**config.mk**
```make
export PLATFORM = sky130hd
export DESIGN_NAME = dualshock_scheduler
export DESIGN_NICKNAME = d
export VERILOG_FILES = /design/src/rtl/dualshock_scheduler.sv
export SDC_FILE = /design/constraint.sdc
export NUM_CORES = 1
export LEC_CHECK = 0
export BUFFER_PORTS_ARGS = -buffer_cell sky130_fd_sc_hd__buf_2
export CELL_PAD_IN_SITES_DETAIL_PLACEMENT = 1
export CELL_PAD_IN_SITES_GLOBAL_PLACEMENT = 2
export CORE_ASPECT_RATIO = 0.8
export CORE_MARGIN = 5
export CORE_UTILIZATION = 25
export CTS_CLUSTER_DIAMETER = 40
export DETAILED_ROUTE_END_ITERATION = 7
export GPL_TIMING_DRIVEN = 0
export PLACE_DENSITY = 0.61
export SLEW_MARGIN = 10
export SYNTH_ARGS = -nofsm -noshare
export SYNTH_HDL_FRONTEND = slang
export SYNTH_SLANG_ARGS = --single-unit
```
**constraint.sdc**
```tcl
create_clock -name clk -period 5.9 [get_ports clk]
set_input_delay 0.59 -clock clk [delete_from_list [all_inputs] [get_ports clk]]
set_output_delay 0.59 -clock clk [all_outputs]
set_load 0.02 [all_outputs]
```
**src/rtl/dualshock_scheduler.sv**
```systemverilog
// Frame sequencer for a shared DualShock SPI byte engine: per-pad config frames, then periodic polls.
// Optional motor support is enabled by defining RUMBLE_EN (adds the 4D map frame and poll motor bytes).
module dualshock_scheduler #(
  parameter int FREQ    = 50_000_000,
  parameter int POLL_HZ = 60,
  parameter int GAP_CYC = 2000
) (
  input  logic        clk,
  input  logic        I_RST,
  output logic        O_XFER_REQ,
  output logic [7:0]  O_XFER_DAT,
  input  logic        I_XFER_ACK,
  input  logic [7:0]  I_XFER_RXD,
  output logic [1:0]  O_SEL,
  output logic [15:0] O_BTNS0,
  output logic [15:0] O_BTNS1,
  output logic [31:0] O_STICKS0,
  output logic [31:0] O_STICKS1,
  output logic [1:0]  O_VALID,
  input  logic [1:0]  I_RUMBLE_S,
  input  logic [15:0] I_RUMBLE_L,
  output logic [2:0]  dbg_state
);
  localparam int PERIOD = FREQ / POLL_HZ;
  localparam int TW = $clog2(PERIOD + 1);
  localparam int GW = $clog2(GAP_CYC + 1);

  typedef enum logic [2:0] {S_IDLE, S_GAP, S_REQ, S_WAIT, S_END} state_t;
  typedef enum logic [2:0] {F_ENTER, F_ANALOG, F_MAP, F_EXIT, F_POLL} frame_t;

  state_t        state_q, state_d;
  frame_t        kind;
  logic          pad, pending, aborted;
  logic [3:0]    idx, len;
  logic [7:0]    rx_q;
  logic [47:0]   rbuf;
  logic [TW-1:0] tick_cnt;
  logic [GW-1:0] gap_cnt;
  logic [1:0]    init_done;
  logic          tick, start, nib_ok, bad_byte, last;
  logic [7:0]    cmd, rb3, rb4;
  logic [15:0]   btns_new;
  logic [31:0]   sticks_new;

`ifdef RUMBLE_EN
  logic [1:0]  rum_s;
  logic [15:0] rum_l;

  // Motor demands are sampled once per tick so command bytes never change under a pending request.
  always_ff @(posedge clk or posedge I_RST) begin
    if (I_RST) begin
      rum_s <= '0;
      rum_l <= '0;
    end else if (start) begin
      rum_s <= I_RUMBLE_S;
      rum_l <= I_RUMBLE_L;
    end
  end

  assign rb3 = rum_s[pad] ? 8'hFF : 8'h00;
  assign rb4 = pad ? rum_l[15:8] : rum_l[7:0];
`else
  logic unused_rumble;
  assign unused_rumble = &{1'b0, I_RUMBLE_S, I_RUMBLE_L};
  assign rb3 = 8'h00;
  assign rb4 = 8'h00;
`endif

  assign tick     = (tick_cnt == TW'(PERIOD - 1));
  assign start    = (state_q == S_IDLE) && (tick || pending);
  assign nib_ok   = (rx_q[3:0] == 4'd1) || (rx_q[3:0] == 4'd3);
  assign bad_byte = ((idx == 4'd1) && ((rx_q == 8'hFF) || (kind == F_POLL && !nib_ok))) ||
                    ((idx == 4'd2) && (rx_q != 8'h5A));
  assign last     = (idx == len - 4'd1);
  assign dbg_state = state_q;

  // Received bytes 3.. are shifted in from the top, so a 5-byte frame leaves its buttons in [47:32].
  assign btns_new   = (len == 4'd5) ? rbuf[47:32] : rbuf[15:0];
  assign sticks_new = (len == 4'd5) ? 32'h80808080 : rbuf[47:16];

  always_comb begin
    cmd = 8'h00;
    case (idx)
      4'd0: cmd = 8'h01;
      4'd1: begin
        case (kind)
          F_ENTER, F_EXIT: cmd = 8'h43;
          F_ANALOG:        cmd = 8'h44;
          F_MAP:           cmd = 8'h4D;
          default:         cmd = 8'h42;
        endcase
      end
      4'd3: begin
        if (kind == F_ENTER || kind == F_ANALOG) cmd = 8'h01;
        else if (kind == F_POLL)                 cmd = rb3;
      end
      4'd4: begin
        case (kind)
          F_ANALOG: cmd = 8'h03;
          F_MAP:    cmd = 8'h01;
          F_EXIT:   cmd = 8'h5A;
          F_POLL:   cmd = rb4;
          default:  cmd = 8'h00;
        endcase
      end
      4'd5, 4'd6, 4'd7, 4'd8: begin
        if (kind == F_MAP)       cmd = 8'hFF;
        else if (kind == F_EXIT) cmd = 8'h5A;
      end
      default: cmd = 8'h00;
    endcase
  end

  always_ff @(posedge clk or posedge I_RST) begin
    if (I_RST) state_q <= S_IDLE;
    else       state_q <= state_d;
  end

  // Handshake: REQ/DAT are held from S_REQ entry until ACK; S_WAIT guarantees one idle cycle.
  always_comb begin
    state_d    = state_q;
    O_XFER_REQ = 1'b0;
    O_XFER_DAT = 8'h00;
    O_SEL      = 2'b11;
    case (state_q)
      S_IDLE: if (start) state_d = S_GAP;
      S_GAP:  if (gap_cnt == GW'(GAP_CYC - 1)) state_d = S_REQ;
      S_REQ: begin
        O_XFER_REQ = 1'b1;
        O_XFER_DAT = cmd;
        O_SEL[pad] = 1'b0;
        if (I_XFER_ACK) state_d = S_WAIT;
      end
      S_WAIT: begin
        O_SEL[pad] = 1'b0;
        state_d = (bad_byte || last) ? S_END : S_REQ;
      end
      S_END:   state_d = ((!aborted && kind != F_POLL) || !pad) ? S_GAP : S_IDLE;
      default: state_d = S_IDLE;
    endcase
  end

  always_ff @(posedge clk or posedge I_RST) begin
    if (I_RST) begin
      tick_cnt  <= '0;
      gap_cnt   <= '0;
      pending   <= 1'b0;
      pad       <= 1'b0;
      kind      <= F_ENTER;
      idx       <= '0;
      len       <= 4'd9;
      rx_q      <= '0;
      rbuf      <= '0;
      aborted   <= 1'b0;
      init_done <= 2'b00;
      O_BTNS0   <= 16'hFFFF;
      O_BTNS1   <= 16'hFFFF;
      O_STICKS0 <= 32'h80808080;
      O_STICKS1 <= 32'h80808080;
      O_VALID   <= 2'b00;
    end else begin
      tick_cnt <= tick ? '0 : tick_cnt + TW'(1);
      if (state_q == S_IDLE) pending <= 1'b0;
      else if (tick)         pending <= 1'b1;
      case (state_q)
        S_IDLE: begin
          if (start) begin
            pad     <= 1'b0;
            kind    <= init_done[0] ? F_POLL : F_ENTER;
            gap_cnt <= '0;
          end
        end
        S_GAP: begin
          gap_cnt <= gap_cnt + GW'(1);
          idx     <= '0;
          len     <= (kind == F_ENTER) ? 4'd5 : 4'd9;
          aborted <= 1'b0;
        end
        S_REQ: if (I_XFER_ACK) rx_q <= I_XFER_RXD;
        S_WAIT: begin
          if (idx >= 4'd3) rbuf <= {rx_q, rbuf[47:8]};
          if (idx == 4'd1 && kind == F_POLL) len <= 4'd3 + {rx_q[2:0], 1'b0};
          if (bad_byte)   aborted <= 1'b1;
          else if (!last) idx <= idx + 4'd1;
        end
        S_END: begin
          gap_cnt <= '0;
          if (aborted) begin
            O_VALID[pad]   <= 1'b0;
            init_done[pad] <= 1'b0;
          end else begin
            case (kind)
              F_ENTER: kind <= F_ANALOG;
`ifdef RUMBLE_EN
              F_ANALOG: kind <= F_MAP;
`else
              F_ANALOG: kind <= F_EXIT;
`endif
              F_MAP: kind <= F_EXIT;
              F_EXIT: begin
                init_done[pad] <= 1'b1;
                kind           <= F_POLL;
              end
              default: begin
                O_VALID[pad] <= 1'b1;
                if (!pad) begin
                  O_BTNS0   <= btns_new;
                  O_STICKS0 <= sticks_new;
                end else begin
                  O_BTNS1   <= btns_new;
                  O_STICKS1 <= sticks_new;
                end
              end
            endcase
          end
          // Pad0's sequence for this tick is over; hand over to pad1.
          if (aborted || kind == F_POLL) begin
            pad  <= 1'b1;
            kind <= init_done[1] ? F_POLL : F_ENTER;
          end
        end
        default: ;
      endcase
    end
  end
endmodule
```
==> metrics.yaml <==
status: "completed"
root_buffer: "clkbuf_16"
cp-end-kind: "output port"
seq_area_frac_synth_pct: 57.6
tightest_slew_ps: 1010
start_kind: "flop"
grt_max_degree: 35
fp.dieW_um: 221
drc: 0
rsz0062_at_grt: "no"
clockBufferDepth: 3
ctsResizeCount: 0
finalHoldViolations: 0
synth_compound_area_share_pct: 11.7
netlist_area_sq_um: 8910
yosysTopAreaCellShare_pct: 45.5
yosysTopAreaCell: "dfrtp_1"
cts_made_buffers: 37
final_net_count: 1044
syn_avg_cell_area_sq_um: 10.7
wl_per_cell_um: 18.9
cts_setup_buffers: 0
syn-num-nets: 875
initial_core_util_pct: 25.5
clk_latency_ps: 520
synthMuxAreaShare_pct: 8.97
cts.clk_slew.worst_paths_ps: 60
layout-area-overhead-vs-synth_pct: 28.9
finalSetupViolCount: 0
place_ws_ps: 3120
ir_worst_vdd_v: 0.000179
drt-initial-drc-count: 268
grt_pass1_vias: 7269
cap_violations: 0
clkPwrFrac_pct: 59.0
switching_share_pct: 22.2
num_rows: 61
synthFlopType: "dfrtp_1"
setup-tns-final_ps: 0
yosysUniqueCellTypes: 66
maxSlewViolCount: 0
syn_inst: 836
ant_nets: 0
min_period_ps: 3250
grt_overflow_total: 0
max-slew-margin-rel_pct: 32.1
port_buffers: 122
tritoncts: "built"
antenna_found_initial: 2
cp.arrival_ps: 2660
power_leakage_nw: 5.36
synth_fa_ha_area_share_pct: 1.40
rr_startpoint: "idx[1]"
fin_crit_sh_pct: 55.1
power_frac_comb_pct: 1.3
synth_xor_area_share_pct: 2.06
p_switching_mw: 0.780
die_area_sq_um: 39600
synth-edff-count: 0
vias: 6864
yosys.area_share.simple_pct: 15.2
worst_slack_ps: 2650
core_area_sq_um: 35000
gp_congestion: 0.746
h-tree-depth: 2
ys.warnings.count: 0
hold_class: "in2reg"
grt_use_total_pct: 14.4
cp_data_required_time_ps: 5310
drt_wl_total_mm: 28.5
clock_skew_ps: 19.8
startpoint: "idx[1]"
synth_top_family_by_area: "simple AND/OR/NAND/NOR gates"
dp_hpwl_mm: 21.1
yosys_register_bits: 203
viasPerCell: 4.55
grt_pass1_wl_mm: 44.9
io_pins: 141
critical_path_class: "reg2out"
cts_sinks: 203
drive_gt1_share_pct: 30.9
cp_max_fo: 6
async_reset_ff_share_pct: 100
power_frac_seq_pct: 39.8
synth_area_leaders: "dfrtp_1 (45%), dfstp_2 (12%), nand2_1 (6.4%), mux2_2 (6.2%), o21ai_1 (4.4%)"
p_int_mw: 2.73
p_per_area_nw_per_um2: 306
drt_first_pass_iters: 4
min_from: "I_XFER_RXD[5]"
fmax_mhz: 308
die_height_um: 179
==> routing by layer <==
metal / GRT usage (%) / wire (um) / vias up
met5: 0 / 0 / -
met4: 3.90 / 524 / 0
met3: 2.77 / 1250 / 35
met2: 20.8 / 12100 / 119
met1: 21.8 / 14600 / 3459
li1: - / - / 3251
==> power groups by stage <==
stage	clock network, mW	logic [mW]	registers, mW
6_report	2.07	0.0448	1.40
5_1_grt	2.21	0.0519	1.39
4_1_cts	2.13	0.0476	1.40
3_5_place_dp	0	0.0470	1.42
3_3_place_gp	0	0.0355	1.42
2_1_floorplan	0	0.0202	1.42
==> stage by stage <==
stage                     instances  utilization (%)  hold slack, ps  area (sq um)  total power [mW]
after floorplan                 836                -             442          8920              1.44
after global placement         1430             28.9             453         10100              1.45
after detailed placement       1437             29.4             457         10300              1.46
after CTS                      1506             32.9             265         11500              3.58
after global routing           1506             32.9             275         11500              3.65
final                          1507             32.9             290         11500              3.51
==> cells in the mapped netlist (3+ instances only) <==
master,instances
or4_1,4
o21ai_1,79
a31oi_1,7
and3_1,8
and2_1,7
dfrtp_1,162
nor2_1,44
clkbuf_1,26
o21a_1,3
nand2b_1,7
buf_2,18
o22ai_1,5
nand4_1,5
nor3_1,14
o31ai_1,5
mux2_2,49
buf_4,4
xnor2_1,8
ha_1,10
and4_1,4
inv_1,15
o21ai_0,33
xor2_1,13
mux2_1,6
mux2i_1,18
dfstp_2,41
nand2_1,151
or3_1,7
a21oi_1,23
a21o_1,3
nand3_1,12
nor3b_1,3
==> placed cells by master (no fill, tap or decap), drive strengths merged, types with 3 or more instances in the layout <==
cell type	count
dfrtp	162
o21a	3
xnor2	8
o21ai	112
and4	4
a31oi	8
mux2	55
nand4	5
o31ai	5
buf	151
xor2	13
and2	7
ha	10
nand3	13
nor3	16
or3	7
nor3b	3
bufinv	3
a21oi	24
clkinv	13
clkinvlp	4
mux2i	18
nand2	151
dfstp	41
inv	20
o22ai	5
or4	4
a21o	3
nor2	45
and3	9
clkbuf	71
nand2b	7
==> sequential cells by signal, summed over array words and instances (netlist names), 3 cells and up, named ones only <==
| register | flops |
|---|---|
| tick_cnt | 20 |
| O_BTNS1 | 16 |
| rx_q | 8 |
| dbg_state | 3 |
| gap_cnt | 11 |
| rbuf | 48 |
| idx | 4 |
| O_STICKS0 | 32 |
| O_STICKS1 | 32 |
| kind | 3 |
| len | 3 |
| O_BTNS0 | 16 |
==> cell families (layout without fill, tap and decap cells) <==
group           count (synthesis)  count (layout)
simple gates                  284             284
flops                         203             203
compound gates                180             180
mux                            73              73
buf+inv                        65             263
xor+xnor                       21              21
fa+ha+maj                      10              10
other cells                     0               1
==> area by class of cell <==
cell class	instances	area (sq um)
multi-input cells	568	3500
clock buffers	45	976
well taps	472	591
inverters	17	67.6
clock inverters	23	239
diodes	1	2.50
repair buffers	130	761
fillers	3983	23500
plain buffers	48	218
flip-flops and latches	203	5130
==> critical path, cell delays in order, from the launching register on <==
cell and delay, ps:
dfrtp_1 450, inv_1 110, ha_1 210, nor3b_1 680, and3_1 250, a21oi_1 40
nor3b_1 210, buf_2 200
==> path summary, 6_finish.rpt <==
check | to | slack, ps | cells past startpoint
min in group asynchronous | O_STICKS1[22] | 560 | 3
hold / removal | rx_q[5] | 290 | 2
hold reg to reg | O_BTNS1[5] | 460 | 2
setup / recovery | O_XFER_DAT[2] | 2650 | 7
max in group asynchronous | O_BTNS1[3] | 4340 | 6
setup reg to reg | idx[0] | 3430 | 7
==> repair_timing <==
| action | 4_1_cts | 5_1_grt |
|---|---|---|
| hold endpoints to repair | 4 | 0 |
| hold buffers | 1 | 0 |
| endpoints found under the setup margin | 0 | 0 |
Note: power is estimated with default switching activity, not from simulation.
